`config.mk`:
```
export PLATFORM = sky130hd
export DESIGN_NAME = seq_divider
export DESIGN_NICKNAME = d
export VERILOG_FILES = /design/src/rtl/div_pkg.sv /design/src/rtl/div_step.sv /design/src/rtl/seq_divider.sv
export SDC_FILE = /design/constraint.sdc
export NUM_CORES = 1
export LEC_CHECK = 0
export BUFFER_PORTS_ARGS = -buffer_cell sky130_fd_sc_hd__buf_2
export CAP_MARGIN = 25
export CORE_ASPECT_RATIO = 1.75
export CORE_MARGIN = 1
export CORE_UTILIZATION = 31
export DETAILED_ROUTE_END_ITERATION = 10
export GPL_ROUTABILITY_DRIVEN = 0
export REMOVE_ABC_BUFFERS = 1
export SLEW_MARGIN = 10
export SYNTH_ARGS = -nofsm -noshare
export SYNTH_HDL_FRONTEND = slang
export SYNTH_SLANG_ARGS = --single-unit
```
`constraint.sdc`:
```
create_clock -name clk -period 2.3 [get_ports clk]
set_input_delay 0.115 -clock clk [delete_from_list [all_inputs] [get_ports clk]]
set_output_delay 0.115 -clock clk [all_outputs]
set_load 0.02 [all_outputs]
```
`src/rtl/div_pkg.sv`:
```
// Shared types and sizing helpers for the sequential restoring divider.
package div_pkg;

  typedef enum logic [1:0] {
    IDLE = 2'd0,
    CALC = 2'd1,
    FIX  = 2'd2
  } state_t;

  // Step counter must hold values 0..WIDTH.
  function automatic int unsigned cnt_width(input int unsigned w);
    return $clog2(w + 1);
  endfunction

endpackage

```
`src/rtl/div_step.sv`:
```
// One restoring shift-subtract step: brings in the next dividend bit and trial-subtracts the divisor.
module div_step #(
  parameter int unsigned WIDTH = 8
) (
  input  logic [WIDTH:0]   rem,
  input  logic             dvd_bit,
  input  logic [WIDTH-1:0] dvs,
  output logic [WIDTH:0]   next_rem,
  output logic             q_bit
);

  logic [WIDTH+1:0] shifted;
  logic [WIDTH+1:0] diff;
  logic [WIDTH+1:0] dvs_ext;

  always_comb begin
    shifted  = {rem, dvd_bit};
    dvs_ext  = {2'b00, dvs};
    diff     = shifted - dvs_ext;
    q_bit    = (shifted >= dvs_ext);
    next_rem = q_bit ? (WIDTH+1)'(diff) : (WIDTH+1)'(shifted);
  end

endmodule

```
`src/rtl/seq_divider.sv`:
```
// Multi-cycle signed/unsigned integer divider, one quotient bit per clock, with start/ready/done handshake.
module seq_divider
  import div_pkg::*;
#(
  parameter int unsigned WIDTH = 8
) (
  input  logic             clk,
  input  logic             rst,
  input  logic             start,
  input  logic             signed_op,
  input  logic [WIDTH-1:0] x,
  input  logic [WIDTH-1:0] y,
  output logic             ready,
  output logic [WIDTH-1:0] q,
  output logic [WIDTH-1:0] r,
  output logic             error,
  output logic             ovf,
  output logic             done
);

  localparam int unsigned CW = cnt_width(WIDTH);
  localparam logic [WIDTH-1:0] MIN_VAL = {1'b1, {(WIDTH-1){1'b0}}};

  state_t           state;
  logic [CW-1:0]    cnt;
  logic [WIDTH-1:0] dvd;
  logic [WIDTH-1:0] dvs;
  logic [WIDTH-1:0] x_save;
  logic [WIDTH:0]   rem;
  logic             neg_q;
  logic             neg_r;
  logic             err_pend;
  logic             ovf_pend;

  logic [WIDTH:0]   step_rem;
  logic             step_q;

  logic             x_neg_c;
  logic             y_neg_c;
  logic [WIDTH-1:0] x_mag_c;
  logic [WIDTH-1:0] y_mag_c;
  logic             ovf_c;
  logic [WIDTH-1:0] rem_lo_c;
  logic [WIDTH-1:0] q_fix_c;
  logic [WIDTH-1:0] r_fix_c;

  div_step #(.WIDTH(WIDTH)) u_step (
    .rem      (rem),
    .dvd_bit  (dvd[WIDTH-1]),
    .dvs      (dvs),
    .next_rem (step_rem),
    .q_bit    (step_q)
  );

  // Operand magnitudes at accept time and sign fix-up of the finished result.
  always_comb begin
    x_neg_c  = signed_op & x[WIDTH-1];
    y_neg_c  = signed_op & y[WIDTH-1];
    x_mag_c  = x_neg_c ? (~x + WIDTH'(1)) : x;
    y_mag_c  = y_neg_c ? (~y + WIDTH'(1)) : y;
    ovf_c    = signed_op & (x == MIN_VAL) & (y == {WIDTH{1'b1}});
    rem_lo_c = WIDTH'(rem);
    q_fix_c  = neg_q ? (~dvd + WIDTH'(1)) : dvd;
    r_fix_c  = neg_r ? (~rem_lo_c + WIDTH'(1)) : rem_lo_c;
  end

  // Control FSM and datapath registers; the dividend register fills with quotient bits from the LSB.
  always_ff @(posedge clk or negedge rst) begin
    if (!rst) begin
      state    <= IDLE;
      cnt      <= '0;
      dvd      <= '0;
      dvs      <= '0;
      x_save   <= '0;
      rem      <= '0;
      neg_q    <= 1'b0;
      neg_r    <= 1'b0;
      err_pend <= 1'b0;
      ovf_pend <= 1'b0;
      ready    <= 1'b1;
      q        <= '0;
      r        <= '0;
      error    <= 1'b0;
      ovf      <= 1'b0;
      done     <= 1'b0;
    end else begin
      done <= 1'b0;
      case (state)
        IDLE: begin
          if (start) begin
            ready    <= 1'b0;
            neg_q    <= x_neg_c ^ y_neg_c;
            neg_r    <= x_neg_c;
            dvd      <= x_mag_c;
            dvs      <= y_mag_c;
            x_save   <= x;
            rem      <= '0;
            cnt      <= '0;
            ovf_pend <= ovf_c;
            if (y == '0) begin
              err_pend <= 1'b1;
              state    <= FIX;
            end else begin
              err_pend <= 1'b0;
              state    <= CALC;
            end
          end
        end
        CALC: begin
          rem <= step_rem;
          dvd <= {dvd[WIDTH-2:0], step_q};
          cnt <= cnt + CW'(1);
          if (cnt == CW'(WIDTH - 1)) begin
            state <= FIX;
          end
        end
        FIX: begin
          if (err_pend) begin
            q     <= {WIDTH{1'b1}};
            r     <= x_save;
            error <= 1'b1;
            ovf   <= 1'b0;
          end else begin
            q     <= q_fix_c;
            r     <= r_fix_c;
            error <= 1'b0;
            ovf   <= ovf_pend;
          end
          done  <= 1'b1;
          ready <= 1'b1;
          state <= IDLE;
        end
        default: begin
          state <= IDLE;
          ready <= 1'b1;
        end
      endcase
    end
  end

endmodule

```
## After elaboration in Yosys (flattened, before gate mapping)

Index checks and enable logic that the tools add are counted.

- Muxes and demuxes: 23
- Add/sub/neg operators: 6
- Reductions and logical operators: 7
- Bitwise operators: 10
- $lt $le $gt $ge: 1
- Eq/ne operators: 7

Operator list:

| cell | count |
|---|---|
| $mux W8 | 7 |
| $add A8 B1 Y8 const B | 4 |
| $not A8 Y8 | 4 |
| $mux W9 | 2 |
| $pmux W9 S2 | 1 |
| $eq A8 B8 Y1 const B | 2 |
| $pmux W8 S2 | 1 |
| $ge A10 B8 Y1 | 1 |
| $sub A9 B8 Y9 | 1 |
| $logic_not A8 Y1 | 1 |
| $pmux W4 S2 | 1 |
| $reduce_and A2 Y1 | 4 |
| $mux W2 | 3 |
| $mux W1 | 5 |
| $add A4 B1 Y4 const B | 1 |
| $and A1 B1 Y1 | 4 |
| $eq A4 B3 Y1 const B | 1 |
| $mux W4 | 1 |
| $ne A2 B2 Y1 const B | 2 |
| $pmux W2 S2 | 1 |
| $eq A2 B1 Y1 const B | 1 |
| $eq A2 B2 Y1 const B | 1 |
| $logic_not A2 Y1 | 1 |
| $pmux W1 S2 | 1 |
| 3 further kinds | 3 |

- Register bits: 63
- Output and inout port bits: 20
- Word-level logic and storage cells: 70

## Depth between registers and ports, before layout

Gate-level depths: netlist (run 1).

- Depth after elaboration: 5
- Depth in mapped cells: 11
- Gate-level depth less buffers: 10

## Hierarchy

A second synthesis (run 1) with hierarchy kept.

- Cells, all modules: 390
- Area total of the unflattened synthesis: 3598.5 um2

By module, submodules not included:

| module | cells an instance | seq. area each (um2) | area an instance (um2) | times used |
|---|---|---|---|---|
| seq_divider | 315 | 1577.8 | 3075.4 | 1 |
| div_step | 75 | 0.0 | 523.0 | 1 |

## Least setup slack after synthesis (run 1)

Ideal clock, no wire load.

- Path type: register to register
- From: reg dvd[7]
- To: reg rem[1]
- Buffers on the path: 1
- Data arrival time: 2.089 ns
- Clock period less this slack: 2.224 ns
- Setup time: 0.135 ns
- Data required time: 2.165 ns
- Path slack: 0.076 ns
- Cell stages (with the launch flop): 12
- Path through: dfrtp_1 > inv_1 > ha_1 > inv_1 > fa_1 > a211o_1 > nand2_1 > a21oi_1 > nor3_2 > buf_6 > mux2i_1 > o22ai_1

- Cells in the longest elaborated chain, start to end: 3
- Elaborated cells between the ends (all ways): 4

RTL lines:

| item | RTL line | RTL |
|---|---|---|
| start: declaration | seq_divider.sv:26 | `logic [WIDTH-1:0] dvd;` |
| start signal: assignment | seq_divider.sv:94 | `dvd <= x_mag_c;` |
| start signal: assignment | seq_divider.sv:111 | `dvd <= {dvd[WIDTH-2:0], step_q};` |
| $sub A9 B8 Y9 or $ge A10 B8 Y1 (tied branches) | div_step.sv:19, div_step.sv:20 |  |
| $mux W9 * | div_step.sv:21 | `next_rem = q_bit ? (WIDTH+1)'(diff) : (WIDTH+1)'(shifted);` |
| $pmux W9 S2 * | seq_divider.sv:88 | `case (state)` |
| end signal: assignment | seq_divider.sv:110 | `rem <= step_rem;` |
| end: declaration | seq_divider.sv:29 | `logic [WIDTH:0] rem;` |

Every way passes the cells marked *; elsewhere a longest branch is shown, timed or not.
A chain may end at the register's enable or synchronous reset.

## Worst setup path in the final report (run 1)

- From: reg dvd[7]
- To: reg dvd[0]

- Cells in the longest elaborated chain, start to end: 2

RTL lines:

| item | RTL line | RTL |
|---|---|---|
| $ge A10 B8 Y1 | div_step.sv:20 | `q_bit = (shifted >= dvs_ext);` |
| $pmux W8 S2 | seq_divider.sv:88 |  |

No other way between the ends.

==> results of run 1 <==
[power groups by stage]
stage          Clock [mW]  Sequential, mW  Combinational (mW)
2_1_floorplan           0            2.10                2.00
3_3_place_gp            0            1.98                2.90
3_5_place_dp            0            1.99                3.00
4_1_cts              1.37            1.98                3.03
5_1_grt              1.41            2.05                3.50
6_report             1.35            1.98                3.13
[through the flow]
step	total power, mW	hold WS (ps)
after floorplan	4.10	-181
after global placement	4.88	335
after detailed placement	5.00	351
after CTS	6.38	28.8
after global routing	6.96	64.5
final	6.45	31.5
[final cells by class]
class | count | area share
inverter | 21 | 0.0186
tap | 132 | 0.0389
clock inverter | 4 | 0.0106
multi-input combinational | 291 | 0.425
timing repair buffer | 56 | 0.0769
clock buffer | 12 | 0.0581
sequential | 63 | 0.372
[synth_stat cells (3+ instances only)]
cell type	count	area, um2
nor4_1	3	18.8
xor2_1	11	96.3
ha_1	14	175
inv_1	20	75.1
nor2_1	35	131
dfrtp_1	62	1550
nand3_1	5	25.0
a21o_1	3	22.5
o21a_1	3	22.5
clkbuf_1	12	45.0
nand4_1	3	18.8
o21ai_0	44	220
nand2b_1	8	50.1
mux2i_1	12	120
a22oi_1	6	45.0
o31ai_1	5	37.5
nand2_1	61	229
xnor2_1	17	149
nor3_1	5	25.0
nor2b_1	3	18.8
a21oi_1	24	120
[routing by layer]
metal  vias to the layer above  track usage
met4                         0       0.0898
met1                      1401        0.181
met2                        68        0.272
met3                        22       0.0390
met5                         -            0
li1                       1457            -
[flip-flops by register name, summed over array words and instances (netlist names), 2 cells and up]
register,flops
cnt,4
dvd,8
dvs,8
q,8
r,8
rem,9
state,2
x_save,8
[kinds of logic after synthesis]
kind of cell	synth area share
flip-flops	0.448
adder cells (fa/ha/maj)	0.0555
AO/OA/AOI/OAI	0.181
AND/OR/NAND/NOR	0.169
buffers and inverters	0.0420
XOR/XNOR	0.0697
multiplexers	0.0341
[repair_timing]
action	4_1_cts	5_1_grt
hold endpoints to repair	46	0
buffers inserted	0	1
setup endpoints to repair	0	7
resized for setup	0	7
hold buffers	1	0
[worst max-delay path, stage by stage (launching register included)]
cell and delay (ps):
dfrtp_1 380, inv_2 60, ha_1 130, inv_1 60
fa_2 340, a211o_1 310, nand2_2 100, a21oi_2 60
nor3_2 150, buf_2 220, a21oi_1 90, o22a_1 180
[worst max-delay path by stage]
stage / from / endpoint / slack, ps / depth (start not counted)
after CTS: dvd[7]$_DFFE_PN0P_ / rem[1]$_DFFE_PN0P_ / 20 / 11
final: dvd[7]$_DFFE_PN0P_ / dvd[0]$_DFFE_PN0P_ / 110 / 11
after floorplan: dvd[7]$_DFFE_PN0P_ / rem[1]$_DFFE_PN0P_ / -180 / 10
after global routing: dvd[7]$_DFFE_PN0P_ / rem[1]$_DFFE_PN0P_ / 1 / 11
after global placement: dvd[7]$_DFFE_PN0P_ / rem[1]$_DFFE_PN0P_ / 70 / 11
after detailed placement: dvd[7]$_DFFE_PN0P_ / rem[1]$_DFFE_PN0P_ / 30 / 11
==> reports/metrics.csv, run 1 <==
metric;value;unit
#FFs+latches synth;63;
Iter 0 DRT Violations;162;
n_diodes;0;
Crit Path Max Fanout;5;
Sw Share;0.404;
Die Wd;82.5;um
commonest non-fill, non-tap cell in the layout;dfrtp_1;
via total after detailed routing;2948;
yosys warns;0;
fmax;457;MHz
Gate power share;0.485;
Placement Setup Slack;31.7;ps
EDFF count, synth;0;
total CTS buffers;9;
multi-input logic area;0.00181;mm2
Post-Route WL;8630;um
Lkg Pwr;1.98;nW
non-filler instance count after layout;579;
grt ovf;0;
pin count of the biggest net entering global routing;64;
hold depth;3;
clk_lat worst skew;330;ps
nets;477;
Max Transition Viols Final;0;
skew final;4.68;ps
share of layout cells above drive strength 1;0.179;
reg2reg start;dvd[7]$_DFFE_PN0P_;
Final Core Density;0.382;
Worst setup EP type;flip-flop;
RSZ-0062 raised after global routing;false;
post-synthesis async set-or-reset flop share;1.00;
routed length on met2;4470;um
CORE AREA;0.0111;mm2
commonest cells after routing, fill and taps aside;62 x dfrtp_1, 60 x nand2_1, 43 x o21ai_0;
Max VDD drop;0.540;mV
first-pass GRT wire length;14100;um
Seq pwr share;0.306;
Fillers;1176;
switching pwr;2.61;mW
kind of critical path;flip-flop to flip-flop;
Syn Area/Cell;9.00;um2
Worst setup SP type;flip-flop;
DRC;0;
FF-to-FF setup slack;110;ps
Cells after Synth;391;
initial antenna violation count;0;
Final Hold Viols;0;
reg2reg end;dvd[0]$_DFFE_PN0P_;
Max clock buf depth;2;
fin crit share;0.951;
Syn Std Cell Area;0.00352;mm2
Ports;40;
Die ar.;0.0118;mm2
PD cells;1520;mW/mm2
CTS tree;done;
row count;51;
Min-Delay Path Class;input pin to flip-flop;
Clock Sinks;63;
Final HPWL DP;6300;um
H-tree lvl count;3;
Worst Reg-to-Reg Cells;11;
Data arrival, critical path;2410;ps
WL met1;3480;um
Slew HR;0.462;
P_int;3.84;mW
Vert. Die Dim;143;um
GRT Overall Usage;0.161;
WL/cell;14.9;um
final setup margin;112;ps
highest routed layer;met4;
ys flop type;dfrtp_1;
Area Overhead vs Synth;20.7;%
Synth cell types;50;
fin area;0.00425;mm2
root buffer cell;clkbuf_16;
CP Data Required Time;2520;ps
Port Buffers;39;
sequential-to-total area share from yosys stat;0.448;
Setup TNS;0;ps
Routed met3 length;305;um
Placed Area;0.00392;mm2
max_cap viols;0;
vias in the first global route;2926;
endpoints failing setup;0;
status;completed;
shortest period the worst path allows;2190;ps
measured slew at the worst slew-check pin;807;ps
placed cell count;560;
DR pass1 iterations;4;
min-delay src;x[5];
vias per std cell;5.09;
clock power share;0.209;
Clock Pin Slew Worst Setup and Hold Paths;50;ps
antenna-violating nets left;0;
Hold Path Sink;x_save[5]$_DFFE_PN0P_;
register area;0.00158;mm2
Starting Density;0.317;
No activity file was read; power rests on OpenSTA's default activity.
==> inputs of run 2 (changes only) <==
--- a/config.mk
+++ b/config.mk
@@ -5,12 +5,13 @@
 export SDC_FILE = /design/constraint.sdc
 export NUM_CORES = 1
 export LEC_CHECK = 0
-export BUFFER_PORTS_ARGS = -buffer_cell sky130_fd_sc_hd__buf_2
 export CAP_MARGIN = 25
 export CORE_ASPECT_RATIO = 1.75
 export CORE_MARGIN = 1
 export CORE_UTILIZATION = 31
+export CTS_BUF_LIST = sky130_fd_sc_hd__clkbuf_4 sky130_fd_sc_hd__clkbuf_8
 export DETAILED_ROUTE_END_ITERATION = 10
+export DONT_BUFFER_PORTS = 1
 export GPL_ROUTABILITY_DRIVEN = 0
 export REMOVE_ABC_BUFFERS = 1
 export SLEW_MARGIN = 10
==> run 2 against run 1 <==
  * Largest power group unchanged
  * Clock-buffer cell count increased by 1
  * Clock skew is 7.2 ps higher
  * Sequential cell count unchanged
  * Non-clock buffer count down 18
  * Clock power is 16% lower
  * Critical endpoint is now rem[3]$_DFFE_PN0P_
  * Final cell count fell by 3.1%
  * Critical path depth stayed put
  * Combinational power decreased by 9.9%
  * Die area unchanged
  * Worst hold slack worse by 21 ps
  * Highest routed layer unchanged
==> reports/metrics.csv, run 2 (synthesized netlist as in run 1, its figures left out) <==
metric;value;unit;change
Min-Delay Path Class;input pin to flip-flop;;unchanged
reg2reg end;rem[3]$_DFFE_PN0P_;;was dvd[0]$_DFFE_PN0P_
WL/cell;15.5;um;was 14.9 um
Critical Path Slowest Stage Cell;dfrtp_1;;unchanged
Die ar.;0.0118;mm2;unchanged
min-delay src;x[1];;was x[5]
commonest cells after routing, fill and taps aside;62 x dfrtp_1, 60 x nand2_1, 44 x o21ai_0;;was 62 x dfrtp_1, 60 x nand2_1, 43 x o21ai_0
hold depth;2;;was 3
total CTS buffers;9;;unchanged
Post-Route WL;8710;um;was 8630 um
reg2reg start;dvd[7]$_DFFE_PN0P_;;unchanged
FF-to-FF setup slack;130;ps;was 110 ps
Max Transition Viols Final;0;;unchanged
Hold Path Sink;dvd[1]$_DFFE_PN0P_;;was x_save[5]$_DFFE_PN0P_
GRT met2 Usage;0.278;;was 0.272
PD cells;1450;mW/mm2;was 1520 mW/mm2
clk_lat worst skew;360;ps;was 330 ps
Area Overhead vs Synth;19.7;%;was 20.7%
Min Hold Slack;10.6;ps;was 31.5 ps
Data arrival, critical path;2380;ps;was 2410 ps
global-route track usage on met3;0.0396;;was 0.0390
Slew HR;0.574;;was 0.462
Worst Reg-to-Reg Cells;11;;unchanged
fmax;462;MHz;was 457 MHz
CP delay by family, top;adder cells;;was compound AO/OA/AOI/OAI gates
vias in the first global route;2972;;was 2926
pin count of the biggest net entering global routing;64;;unchanged
Die Wd;82.5;um;unchanged
Top cell by count, worst path;inv_1;;
Max VDD drop;0.545;mV;was 0.540 mV
Iter 0 DRT Violations;116;;was 162
crit-path cells;inv_1, ha_1, inv_1, fa_2, a211o_1, nand2_2, a21oi_1, nor3_2, buf_4, mux2i_1, o21ai_0;;was inv_2, ha_1, inv_1, fa_2, a211o_1, nand2_2, a21oi_2, nor3_2, buf_2, a21oi_1, o22a_1
first-pass GRT wire length;14400;um;was 14100 um
nets;459;;was 477
Lkg Pwr;1.87;nW;was 1.98 nW
Clock Pin Slew Worst Setup and Hold Paths;70;ps;was 50 ps
Vert. Die Dim;143;um;unchanged
status;completed;;unchanged
initial antenna violation count;0;;unchanged
Setup TNS;0;ps;unchanged
endpoints failing setup;0;;unchanged
kind of critical path;flip-flop to flip-flop;;unchanged
Port Buffers;0;;was 39
Starting Density;0.317;;unchanged
GRT Overall Usage;0.163;;was 0.161
crit path buf inv count;3;;unchanged
row count;51;;unchanged
CTS tree;done;;unchanged
vias per std cell;5.18;;was 5.09
max_cap viols;0;;unchanged
antenna-violating nets left;0;;unchanged
measured slew at the worst slew-check pin;639;ps;was 807 ps
biggest cell delay along the critical path;380;ps;about the same
H-tree lvl count;3;;unchanged
n_diodes;0;;unchanged
Final Core Density;0.379;;was 0.382
Crit Path Max Fanout;5;;unchanged
Final HPWL DP;6270;um;was 6300 um
skew final;11.9;ps;was 4.68 ps
Worst setup EP type;flip-flop;;unchanged
Largest register FFs;9;;unchanged
commonest non-fill, non-tap cell in the layout;dfrtp_1;;unchanged
Clock Sinks;63;;unchanged
DRC;0;;unchanged
DR pass1 iterations;4;;unchanged
fin crit share;0.942;;was 0.951
Ports;40;;unchanged
GRT met1 Usage;0.189;;was 0.181
Largest Register;rem;;unchanged
Final Hold Viols;0;;unchanged
share of layout cells above drive strength 1;0.0979;;was 0.179
grt ovf;0;;unchanged
root buffer cell;clkbuf_8;;was clkbuf_16
Max clock buf depth;2;;unchanged
Worst setup SP type;flip-flop;;unchanged
via total after detailed routing;2906;;was 2948
shortest period the worst path allows;2170;ps;was 2190 ps
CORE AREA;0.0111;mm2;unchanged
Most Used Layer, Global Route;met2;;unchanged
CP Data Required Time;2520;ps;about the same
-- run 2: cell count changes in the layout (fill, tap and decap cells not counted), sizes merged --
cell         previous run  this run
bufinv                  1         2
dlygate4sd3             1        21
clkbuf                 12        13
buf                    55        17
clkinv                  4         2
-- run 2: worst max-delay path by stage --
stage | startpoint | to | cells after the start | slack [ps]
finish | dvd[7]$_DFFE_PN0P_ | rem[3]$_DFFE_PN0P_ | 11 | 130
floorplan | dvd[7]$_DFFE_PN0P_ | rem[1]$_DFFE_PN0P_ | 10 | -180
CTS | dvd[7]$_DFFE_PN0P_ | rem[1]$_DFFE_PN0P_ | 11 | 60
global placement | dvd[7]$_DFFE_PN0P_ | rem[1]$_DFFE_PN0P_ | 11 | 80
detailed placement | dvd[7]$_DFFE_PN0P_ | rem[1]$_DFFE_PN0P_ | 11 | 50
global route | dvd[7]$_DFFE_PN0P_ | rem[3]$_DFFE_PN0P_ | 11 | -20
-- run 2: per-layer routing --
metal	vias to the layer above	routed length, um
li1	1423	-
met1	1411	3610
met2	59	4460
met3	13	432
met4	0	212
met5	-	0
-- run 2: stage by stage --
stage                     cell area, um2  cells  total power, mW  setup WS, ps
after detailed placement            3720    521             4.86          50.6
final                               4210    561             6.10           134
after global placement              3720    521             4.75          77.1
after CTS                           4190    559             6.06          55.1
after global routing                4210    561             6.62         -19.9
after floorplan                     3450    375             4.10          -179
-- run 2: worst reg2reg max path, delay by kind of cell (launching register included) --
| family | cells | cell delay, ps |
|---|---|---|
| adders and majority gates | 2 | 490 |
| AOI/OAI and AO/OA | 3 | 470 |
| DFF | 1 | 380 |
| buffers and inverters | 3 | 310 |
| and+or+nand+nor | 2 | 210 |
| muxes | 1 | 180 |
-- run 2: area by class of cell --
class	count	area, um2
inverters	21	78.8
well taps	132	165
clock buffers	13	166
clock inverters	3	65.1
multi-input cells	291	1800
fillers	1153	6890
repair buffers	38	358
flip-flops and latches	63	1580
-- run 2: what timing repair did --
item | 4_1_cts | 5_1_grt
gates resized for setup | 0 | 3
hold buffers | 22 | 0
endpoints found under the hold margin | 88 | 0
setup endpoints to repair | 0 | 9
setup buffers | 0 | 2
-- run 2: power breakdown --
group	switching (mW)	internal (mW)
combinational	1.48	1.34
clock	0.433	0.692
sequential	0.580	1.58
